$ cat config.mk
export PLATFORM = sky130hd
export DESIGN_NAME = mem_access_unit
export DESIGN_NICKNAME = d
export VERILOG_FILES = /design/src/rtl/fdt16_pkg.sv /design/src/rtl/stack_ptr_ctrl.sv /design/src/rtl/mem_access_unit.sv
export SDC_FILE = /design/constraint.sdc
export NUM_CORES = 1
export LEC_CHECK = 0
export BUFFER_PORTS_ARGS = -buffer_cell sky130_fd_sc_hd__buf_2
export CAP_MARGIN = 15
export CORE_UTILIZATION = 45
export DETAILED_ROUTE_END_ITERATION = 10
export MAX_ROUTING_LAYER = met4
export PLACE_DENSITY = 0.75
export SKIP_CTS_REPAIR_TIMING = 1
export SLEW_MARGIN = 20
export SYNTH_ARGS = -nofsm -noshare
export SYNTH_HDL_FRONTEND = slang
export SYNTH_HIERARCHICAL = 1
export SYNTH_SLANG_ARGS = --single-unit
export TNS_END_PERCENT = 50
$ cat constraint.sdc
create_clock -name clk -period 3.1 [get_ports clk]
set_input_delay 0.155 -clock clk [delete_from_list [all_inputs] [get_ports clk]]
set_output_delay 0.155 -clock clk [all_outputs]
set_load 0.02 [all_outputs]
$ cat src/rtl/fdt16_pkg.sv
// Shared definitions for the FDT16 data-memory path: request op codes, the
// memory sequencer FSM encoding and default datapath widths.
package fdt16_pkg;

    localparam int DATA_W_DEF = 16;
    localparam int ADDR_W_DEF = 9;
    localparam int SP_W_DEF   = 16;

    localparam logic [1:0] OP_LOAD  = 2'b00;
    localparam logic [1:0] OP_STORE = 2'b01;
    localparam logic [1:0] OP_PUSH  = 2'b10;
    localparam logic [1:0] OP_POP   = 2'b11;

    typedef enum logic [1:0] {
        S_IDLE  = 2'b00,
        S_ISSUE = 2'b01,
        S_WAIT  = 2'b10,
        S_RESP  = 2'b11
    } mau_state_t;

    // Ops whose response carries memory read data and so need the WAIT cycle.
    function automatic logic op_reads(input logic [1:0] op);
        return (op == OP_LOAD) || (op == OP_POP);
    endfunction

endpackage

$ cat src/rtl/stack_ptr_ctrl.sv
// Stack pointer and depth bookkeeping for a downward-growing stack.
// Full/empty come from the depth count alone, so SP never has to be compared.
module stack_ptr_ctrl #(
    parameter int              SP_W        = 16,
    parameter logic [SP_W-1:0] SP_TOP      = 16'hFFFF,
    parameter int              STACK_DEPTH = 256,
    parameter int              DEPTH_W     = $clog2(STACK_DEPTH + 1)
) (
    input  logic               clk,
    input  logic               rst_n,
    input  logic               push_en,
    input  logic               pop_en,
    output logic [SP_W-1:0]    sp,
    output logic [SP_W-1:0]    sp_plus1,
    output logic [DEPTH_W-1:0] depth,
    output logic               full,
    output logic               empty
);

    logic [SP_W-1:0]    sp_reg;
    logic [SP_W-1:0]    sp_next;
    logic [DEPTH_W-1:0] depth_reg;
    logic [DEPTH_W-1:0] depth_next;

    assign full     = (depth_reg == DEPTH_W'(STACK_DEPTH));
    assign empty    = (depth_reg == '0);
    assign sp       = sp_reg;
    assign sp_plus1 = sp_reg + SP_W'(1);
    assign depth    = depth_reg;

    // The bound checks here are a second line of defence; the sequencer
    // already refuses to strobe a push when full or a pop when empty.
    always_comb begin
        sp_next    = sp_reg;
        depth_next = depth_reg;
        if (push_en && !full) begin
            sp_next    = sp_reg - SP_W'(1);
            depth_next = depth_reg + DEPTH_W'(1);
        end else if (pop_en && !empty) begin
            sp_next    = sp_reg + SP_W'(1);
            depth_next = depth_reg - DEPTH_W'(1);
        end
    end

    always_ff @(posedge clk or negedge rst_n) begin
        if (!rst_n) begin
            sp_reg    <= SP_TOP;
            depth_reg <= '0;
        end else begin
            sp_reg    <= sp_next;
            depth_reg <= depth_next;
        end
    end

endmodule

$ cat src/rtl/mem_access_unit.sv
// Request sequencer in front of the data memory: one load/store/push/pop at a
// time, owns the stack pointer, and returns a held response with error flag.
module mem_access_unit
    import fdt16_pkg::*;
#(
    parameter int              DATA_W      = DATA_W_DEF,
    parameter int              ADDR_W      = ADDR_W_DEF,
    parameter int              SP_W        = SP_W_DEF,
    parameter logic [SP_W-1:0] SP_TOP      = 16'hFFFF,
    parameter int              STACK_DEPTH = 256,
    parameter int              DEPTH_W     = $clog2(STACK_DEPTH + 1)
) (
    input  logic               clk,
    input  logic               rst_n,
    input  logic               req_valid,
    output logic               req_ready,
    input  logic [1:0]         req_op,
    input  logic [ADDR_W-1:0]  req_addr,
    input  logic [DATA_W-1:0]  req_wdata,
    output logic               rsp_valid,
    input  logic               rsp_ready,
    output logic [DATA_W-1:0]  rsp_rdata,
    output logic               rsp_err,
    output logic               mem_store,
    output logic               mem_load,
    output logic               mem_push,
    output logic               mem_pop,
    output logic [ADDR_W-1:0]  mem_address,
    output logic [SP_W-1:0]    mem_sp,
    output logic [DATA_W-1:0]  mem_data_in,
    input  logic [DATA_W-1:0]  mem_data_out,
    output logic [SP_W-1:0]    sp_value,
    output logic [DEPTH_W-1:0] stack_depth
);

    mau_state_t        state_reg, state_next;
    logic [1:0]        op_reg, op_next;
    logic [ADDR_W-1:0] addr_reg, addr_next;
    logic [DATA_W-1:0] wdata_reg, wdata_next;
    logic [DATA_W-1:0] rdata_reg, rdata_next;
    logic              err_reg, err_next;

    logic [3:0]        strobe_vec;
    logic [SP_W-1:0]   sp;
    logic [SP_W-1:0]   sp_plus1;
    logic [DEPTH_W-1:0] depth;
    logic              full;
    logic              empty;

    stack_ptr_ctrl #(
        .SP_W        (SP_W),
        .SP_TOP      (SP_TOP),
        .STACK_DEPTH (STACK_DEPTH),
        .DEPTH_W     (DEPTH_W)
    ) u_stack_ptr_ctrl (
        .clk      (clk),
        .rst_n    (rst_n),
        .push_en  (strobe_vec[OP_PUSH]),
        .pop_en   (strobe_vec[OP_POP]),
        .sp       (sp),
        .sp_plus1 (sp_plus1),
        .depth    (depth),
        .full     (full),
        .empty    (empty)
    );

    // One strobe per op code, live only in ISSUE, so reset kills them at once.
    for (genvar gi = 0; gi < 4; gi++) begin : g_strobe
        assign strobe_vec[gi] = (state_reg == S_ISSUE) && (op_reg == 2'(gi));
    end

    assign mem_load    = strobe_vec[OP_LOAD];
    assign mem_store   = strobe_vec[OP_STORE];
    assign mem_push    = strobe_vec[OP_PUSH];
    assign mem_pop     = strobe_vec[OP_POP];
    // A pop reads the slot just above SP; everything else points at SP.
    assign mem_sp      = mem_pop ? sp_plus1 : sp;
    assign mem_address = addr_reg;
    assign mem_data_in = wdata_reg;

    assign req_ready   = (state_reg == S_IDLE);
    assign rsp_valid   = (state_reg == S_RESP);
    assign rsp_rdata   = rdata_reg;
    assign rsp_err     = err_reg;
    assign sp_value    = sp;
    assign stack_depth = depth;

    always_comb begin
        state_next = state_reg;
        op_next    = op_reg;
        addr_next  = addr_reg;
        wdata_next = wdata_reg;
        rdata_next = rdata_reg;
        err_next   = err_reg;
        unique case (state_reg)
            S_IDLE: begin
                if (req_valid) begin
                    op_next    = req_op;
                    addr_next  = req_addr;
                    wdata_next = req_wdata;
                    // Stack bound violations answer straight away without touching memory.
                    if ((req_op == OP_PUSH && full) || (req_op == OP_POP && empty)) begin
                        state_next = S_RESP;
                        err_next   = 1'b1;
                        rdata_next = '0;
                    end else begin
                        state_next = S_ISSUE;
                    end
                end
            end
            S_ISSUE: begin
                if (op_reads(op_reg)) begin
                    state_next = S_WAIT;
                end else begin
                    state_next = S_RESP;
                    err_next   = 1'b0;
                    rdata_next = '0;
                end
            end
            S_WAIT: begin
                state_next = S_RESP;
                err_next   = 1'b0;
                rdata_next = mem_data_out;
            end
            S_RESP: begin
                if (rsp_ready) begin
                    state_next = S_IDLE;
                end
            end
            default: state_next = S_IDLE;
        endcase
    end

    always_ff @(posedge clk or negedge rst_n) begin
        if (!rst_n) begin
            state_reg <= S_IDLE;
            op_reg    <= OP_LOAD;
            addr_reg  <= '0;
            wdata_reg <= '0;
            rdata_reg <= '0;
            err_reg   <= 1'b0;
        end else begin
            state_reg <= state_next;
            op_reg    <= op_next;
            addr_reg  <= addr_next;
            wdata_reg <= wdata_next;
            rdata_reg <= rdata_next;
            err_reg   <= err_next;
        end
    end

endmodule

=== Word-level counts from Yosys, hierarchy flattened ===
Cells that the tools add are included.

* Register bits: 71
* Input port bits: 47
* Output and inout port bits: 89
* Logic and storage cells: 63

* Add/sub/neg operators: 4
* Eq/ne operators: 13
* Muxes and demuxes: 18
* Reduce and logical (&&, ||, !) cells: 20

{| class="wikitable"
|+ Operators by type and width
! kind !! number
|-
| $mux W16 || 6
|-
| $pmux W16 S3 || 1
|-
| $mux W9 || 2
|-
| $add A16 B1 Y16 const B || 1
|-
| $sub A16 B1 Y16 const B || 1
|-
| $eq A2 B2 Y1 const B || 6
|-
| $add A9 B1 Y9 const B || 1
|-
| $eq A9 B9 Y1 const B || 1
|-
| $logic_not A9 Y1 || 1
|-
| $sub A9 B1 Y9 const B || 1
|-
| $logic_and A1 B1 Y1 || 8
|-
| $pmux W2 S4 || 1
|-
| $mux W2 || 3
|-
| $eq A2 B1 Y1 const B || 2
|-
| $logic_not A2 Y1 || 2
|-
| $mux W1 || 4
|-
| $ne A2 B1 Y1 const B || 2
|-
| $ne A2 B2 Y1 const B || 2
|-
| $reduce_and A2 Y1 || 2
|-
| $reduce_and A4 Y1 || 1
|-
| $pmux W1 S3 || 1
|-
| $reduce_bool A3 Y1 || 1
|-
| $logic_not A1 Y1 || 2
|-
| $logic_or A1 B1 Y1 || 2
|-
| $reduce_bool A2 Y1 || 1
|}

=== Logic depth before layout (Yosys ltp) ===
* Depth in word-level cells: 6
* Mapped depth: 13
* Gate-level depth less buffers: 11

=== Hierarchy ===
Netlist, hierarchy kept.

{| class="wikitable"
|+ Modules (own cells, without submodules)
! module !! instances !! cells an instance !! area an instance (µm²) !! sequential area each (µm²)
|-
| mem_access_unit || 1 || 184 || 2242.2 || 1151.1
|-
| stack_ptr_ctrl || 1 || 224 || 1954.4 || 645.6
|}

=== Worst setup path before layout ===
Ideal clock, no wire load.

* Kind: register to register
* Start point: reg u_stack_ptr_ctrl.depth_reg[4], in the netlist u_stack_ptr_ctrl/depth[4]
* End point: reg u_stack_ptr_ctrl.depth_reg[8], in the netlist u_stack_ptr_ctrl/depth[8]
* Setup time: 0.070 ns
* Arrival: 3.085 ns
* Required time: 3.030 ns
* Setup slack: -0.054 ns
* Cell stages (with the launch flop): 12
* Buffers on the path: 2
* Period minus slack after synthesis: 3.154 ns
* Cells stage by stage: dfrtp_1 > or4_4 > o31ai_4 > inv_2 > buf_6 > buf_2 > fa_1 > nor2b_1 > o2111ai_1 > a31o_2 > a22oi_1 > nand3b_1

* Longest elaborated chain between the ends: 4
* Elaborated cells on any way between the ends: 11
* Those cells by class: add/sub (2); eq/ne (1); mux (2); reduce/logical (6)

{| class="wikitable"
|+ Ends and longest elaborated chain
! element !! line !! source
|-
| from (decl) || stack_ptr_ctrl.sv:22 || <nowiki>logic [DEPTH_W-1:0] depth_reg;</nowiki>
|-
| from (signal assigned) || stack_ptr_ctrl.sv:51 || <nowiki>depth_reg <= depth_next;</nowiki>
|-
| branches (longest 4 deep; another with $sub A9 B1 Y9) || n/a ||
|}

Several ways; the timed one is not identified. The select of a mux whose other input is x is not followed.
A chain may end at the register's enable or synchronous reset.

=== Worst setup path after layout ===
Ends and elaborated chain as after synthesis.

==> impl_metrics.yaml <==
layout:
  inserted_diodes: 0
  instances_no_fill: 661
  layout_cells_sized_above_1_pct: 45.2
  nFillCells: 778
  design.final.nets: 615
  area_growth_syn_to_layout_pct: 25.3
sta:
  pin_slew_with_the_least_headroom_to_its_limit_ns: 0.841
  clock.fmax_ghz: 0.339
  max_slew_margin_pct: 43.9
  fin_skew_ns: 0.0150
  final_min_period_over_clock_period_pct: 95.2
  period_minus_slack_ns: 2.95
  setup_viol_count_final: 0
  timing.final.hold_violations: 0
  setup_repair_after_global_routing_missed_its_margin: "true"
  fin_worst_hold_slack_ns: 0.0338
  count_of_pins_over_their_slew_limit: 0
worst_setup_path:
  cp_slowest_cell: "or4_4"
  crit_path_arrival_time_ns: 3.23
  worstSetupPathType: "reg2reg"
  worstSetupEndpointType: "register"
  path_cells: "or4_4 > o31ai_4 > buf_4 > inv_2 > fa_2 > nor2b_1 > o2111ai_1 > a31o_2 > a22oi_1 > nand3b_1"
  worst_setup_path_start_kind: "register"
  worst-path-max-fanout: 7
  critical-path-max-stage-delay_ns: 0.58
  required_ns: 3.38
synth:
  postSynthNetCount: 475
  syn-cell-area_um2: 4200
  synth_edf_count: 0
  synth_top_area_cell: "dfrtp_1"
  synth_async_sr_flop_share_pct: 100
  synth_cells: 408
  avgSynthCellArea_um2: 10.3
  synth_seq_cells: 71
  yosys_most_used_dff: "dfrtp_1"
  area_share_of_the_largest_cell_type_after_synthesis_pct: 32.8
  count_of_distinct_cell_types_in_the_synthesized_netlist: 56
  yosysWarnings: 6
  synth.area.top_cells: "dfrtp_1 (33%), mux2_2 (12%), dfstp_2 (10%)"
  synth.yosys.seq_area_share_pct: 42.8
clock_network:
  insertion_delay_ns: 0.34
  clkSinkCount: 71
  cts.reportedPaths.clkPinSlew_ns: 0.08
  root_buffer: "clkbuf_8"
  tritoncts: "done"
  clock_tree.htree_level_count: 3
  clock_path_buffers: 2
  cts_made_buffers: 9
run_status:
  status: "finished, final reports clean"
die:
  die-width_um: 98.6
  boundaryPins: 136
  placeableCoreArea_um2: 8890
  die_y_um: 98.6
  dieArea_um2: 9720
  floorplan.initialDensity_pct: 47.2
  core.rowCount: 34
place:
  dpl.hpwl_um: 7330
  dpl.cell_count: 643
  place.gp.congestion: 0.870
  io_buffers: 135
global_routing:
  grt_overall_usage_pct: 22.1
  first_global_vias: 3533
  globalRoute.totalOverflow: 0
  grt_start_max_net_pins: 38
  grt_first_pass_wirelength_um: 16800
  antenna_found_initial: 0
power_and_ir_drop:
  share_comb_of_total_power_pct: 57.6
  totalPowerFinal_mw: 6.49
  internal-power_mw: 3.45
  swShare_pct: 46.9
  power.clock.fraction_pct: 12.9
  powerDensity_nw_per_um2: 1240
  static-leakage-power_nw: 2.53
  p_sw_mw: 3.05
  p_seq_share_pct: 29.5
  vdd_drop_max_v: 0.000669
detailed_routing:
  detail_route.wirelength_um: 9780
  post-route-drc-count: 0
  dr_total_vias: 3563
  drtPass1Iterations: 4
  via_per_inst: 5.39
  drt_first_iter_violations: 126
  routedWlPerCell_um: 14.8
  route.antenna.remaining_nets: 0
hold_path:
  min_path_type: "in2reg"
flow_run:
  drv_cap: 0
[cells in the final DEF (no fill, tap or decap), drive strengths merged, types with 6 or more instances in the layout]
cell / n
buf: 147
dfrtp: 55
o21ai: 48
mux2: 45
nand2: 36
inv: 23
ha: 19
nor2: 18
dfstp: 16
xnor2: 15
xor2: 13
a21oi: 12
clkbuf: 9
nand3: 9
nor3: 9
nor4: 8
nand4: 6
[area by class of cell]
class	instances	area [um^2]	share of cell area, %
multi-input combinational	297	2240	42.6
sequential	71	1800	34.2
timing repair buffer	148	776	14.8
tap	108	135	2.57
clock buffer	9	124	2.36
clock inverter	7	103	1.95
inverter	21	78.8	1.50
[metrics by stage]
| step | setup slack (ns) | TNS (ns) | util (%) | cell area [um^2] |
|---|---|---|---|---|
| 3_5_place_dp | 0.111 | 0 | 56.4 | 5010 |
| 6_report | 0.150 | 0 | 59.1 | 5260 |
| 5_1_grt | -0.0249 | -0.0305 | 59.1 | 5260 |
| 2_1_floorplan | -0.00790 | -0.00790 | - | 4200 |
| 4_1_cts | 0.0562 | 0 | 58.9 | 5240 |
| 3_3_place_gp | 0.179 | 0 | 56.2 | 5000 |
[path summary, 6_finish.rpt]
kind | from | to | slack [ns] | cells past startpoint
max | u_stack_ptr_ctrl/depth[4]$_DFFE_PN0P_ | u_stack_ptr_ctrl/depth[8]$_DFFE_PN0P_ | 0.15 | 10
min in group asynchronous | rst_n | mem_address[4]$_DFFE_PN0P_ | 0.45 | 2
min reg2reg | mem_address[7]$_DFFE_PN0P_ | mem_address[7]$_DFFE_PN0P_ | 0.50 | 1
max reg2reg | u_stack_ptr_ctrl/depth[4]$_DFFE_PN0P_ | u_stack_ptr_ctrl/depth[8]$_DFFE_PN0P_ | 0.15 | 10
min | req_wdata[8] | mem_data_in[8]$_DFFE_PN0P_ | 0.03 | 2
max in group asynchronous | rst_n | mem_data_in[10]$_DFFE_PN0P_ | 1.88 | 3
[critical path, delay by kind of cell (launching register included)]
| family | cells | cell delay, ns |
|---|---|---|
| simple gates | 3 | 0.88 |
| buf+inv | 2 | 0.28 |
| fa+ha+maj | 1 | 0.34 |
| flops | 1 | 0.43 |
| compound gates | 4 | 0.97 |
[layer usage]
metal	GRT usage [%]	up-vias	share of wire (%)
met1	26.8	1683	42
met3	4.47	14	6.0
li1	-	1734	-
met5	-	-	0
met4	8.50	0	1.4
met2	36.3	132	50
[power groups by stage]
stage	combinational (mW)	sequential (mW)	clock, mW
after floorplan	2.29	2.31	0
after global placement	3.63	1.89	0
after detailed placement	3.74	1.93	0
after CTS	3.75	1.92	0.868
after global routing	4.09	2.00	0.906
final	3.74	1.92	0.837
[synth_stat cells, drive strengths merged (3+ instances only)]
cell type / n
a31oi: 3
dfstp: 16
mux2: 45
clkbuf: 9
a21oi: 12
o21ai: 48
nor4: 8
dfrtp: 55
nor3: 9
a2bb2oi: 4
nand3: 9
inv: 21
or4: 4
nor2b: 4
nand2: 36
a211oi: 3
xor2: 13
ha: 19
xnor2: 15
or3: 3
and2: 4
nand2b: 3
and3: 4
buf: 10
nor2: 18
nand4: 6
o21a: 3
[cell families (layout without fill, tap and decap cells)]
kind of cell | count (synthesis) | after routing | share of synthesized area (%)
AO/OA/AOI/OAI | 91 | 91 | 15.0
XOR/XNOR | 28 | 28 | 5.84
adder cells (fa/ha/maj) | 20 | 20 | 6.14
buffers and inverters | 40 | 185 | 4.32
flip-flops | 71 | 71 | 42.8
multiplexers | 45 | 45 | 12.2
AND/OR/NAND/NOR | 113 | 113 | 13.7
Power figures use the tool's default switching activity.
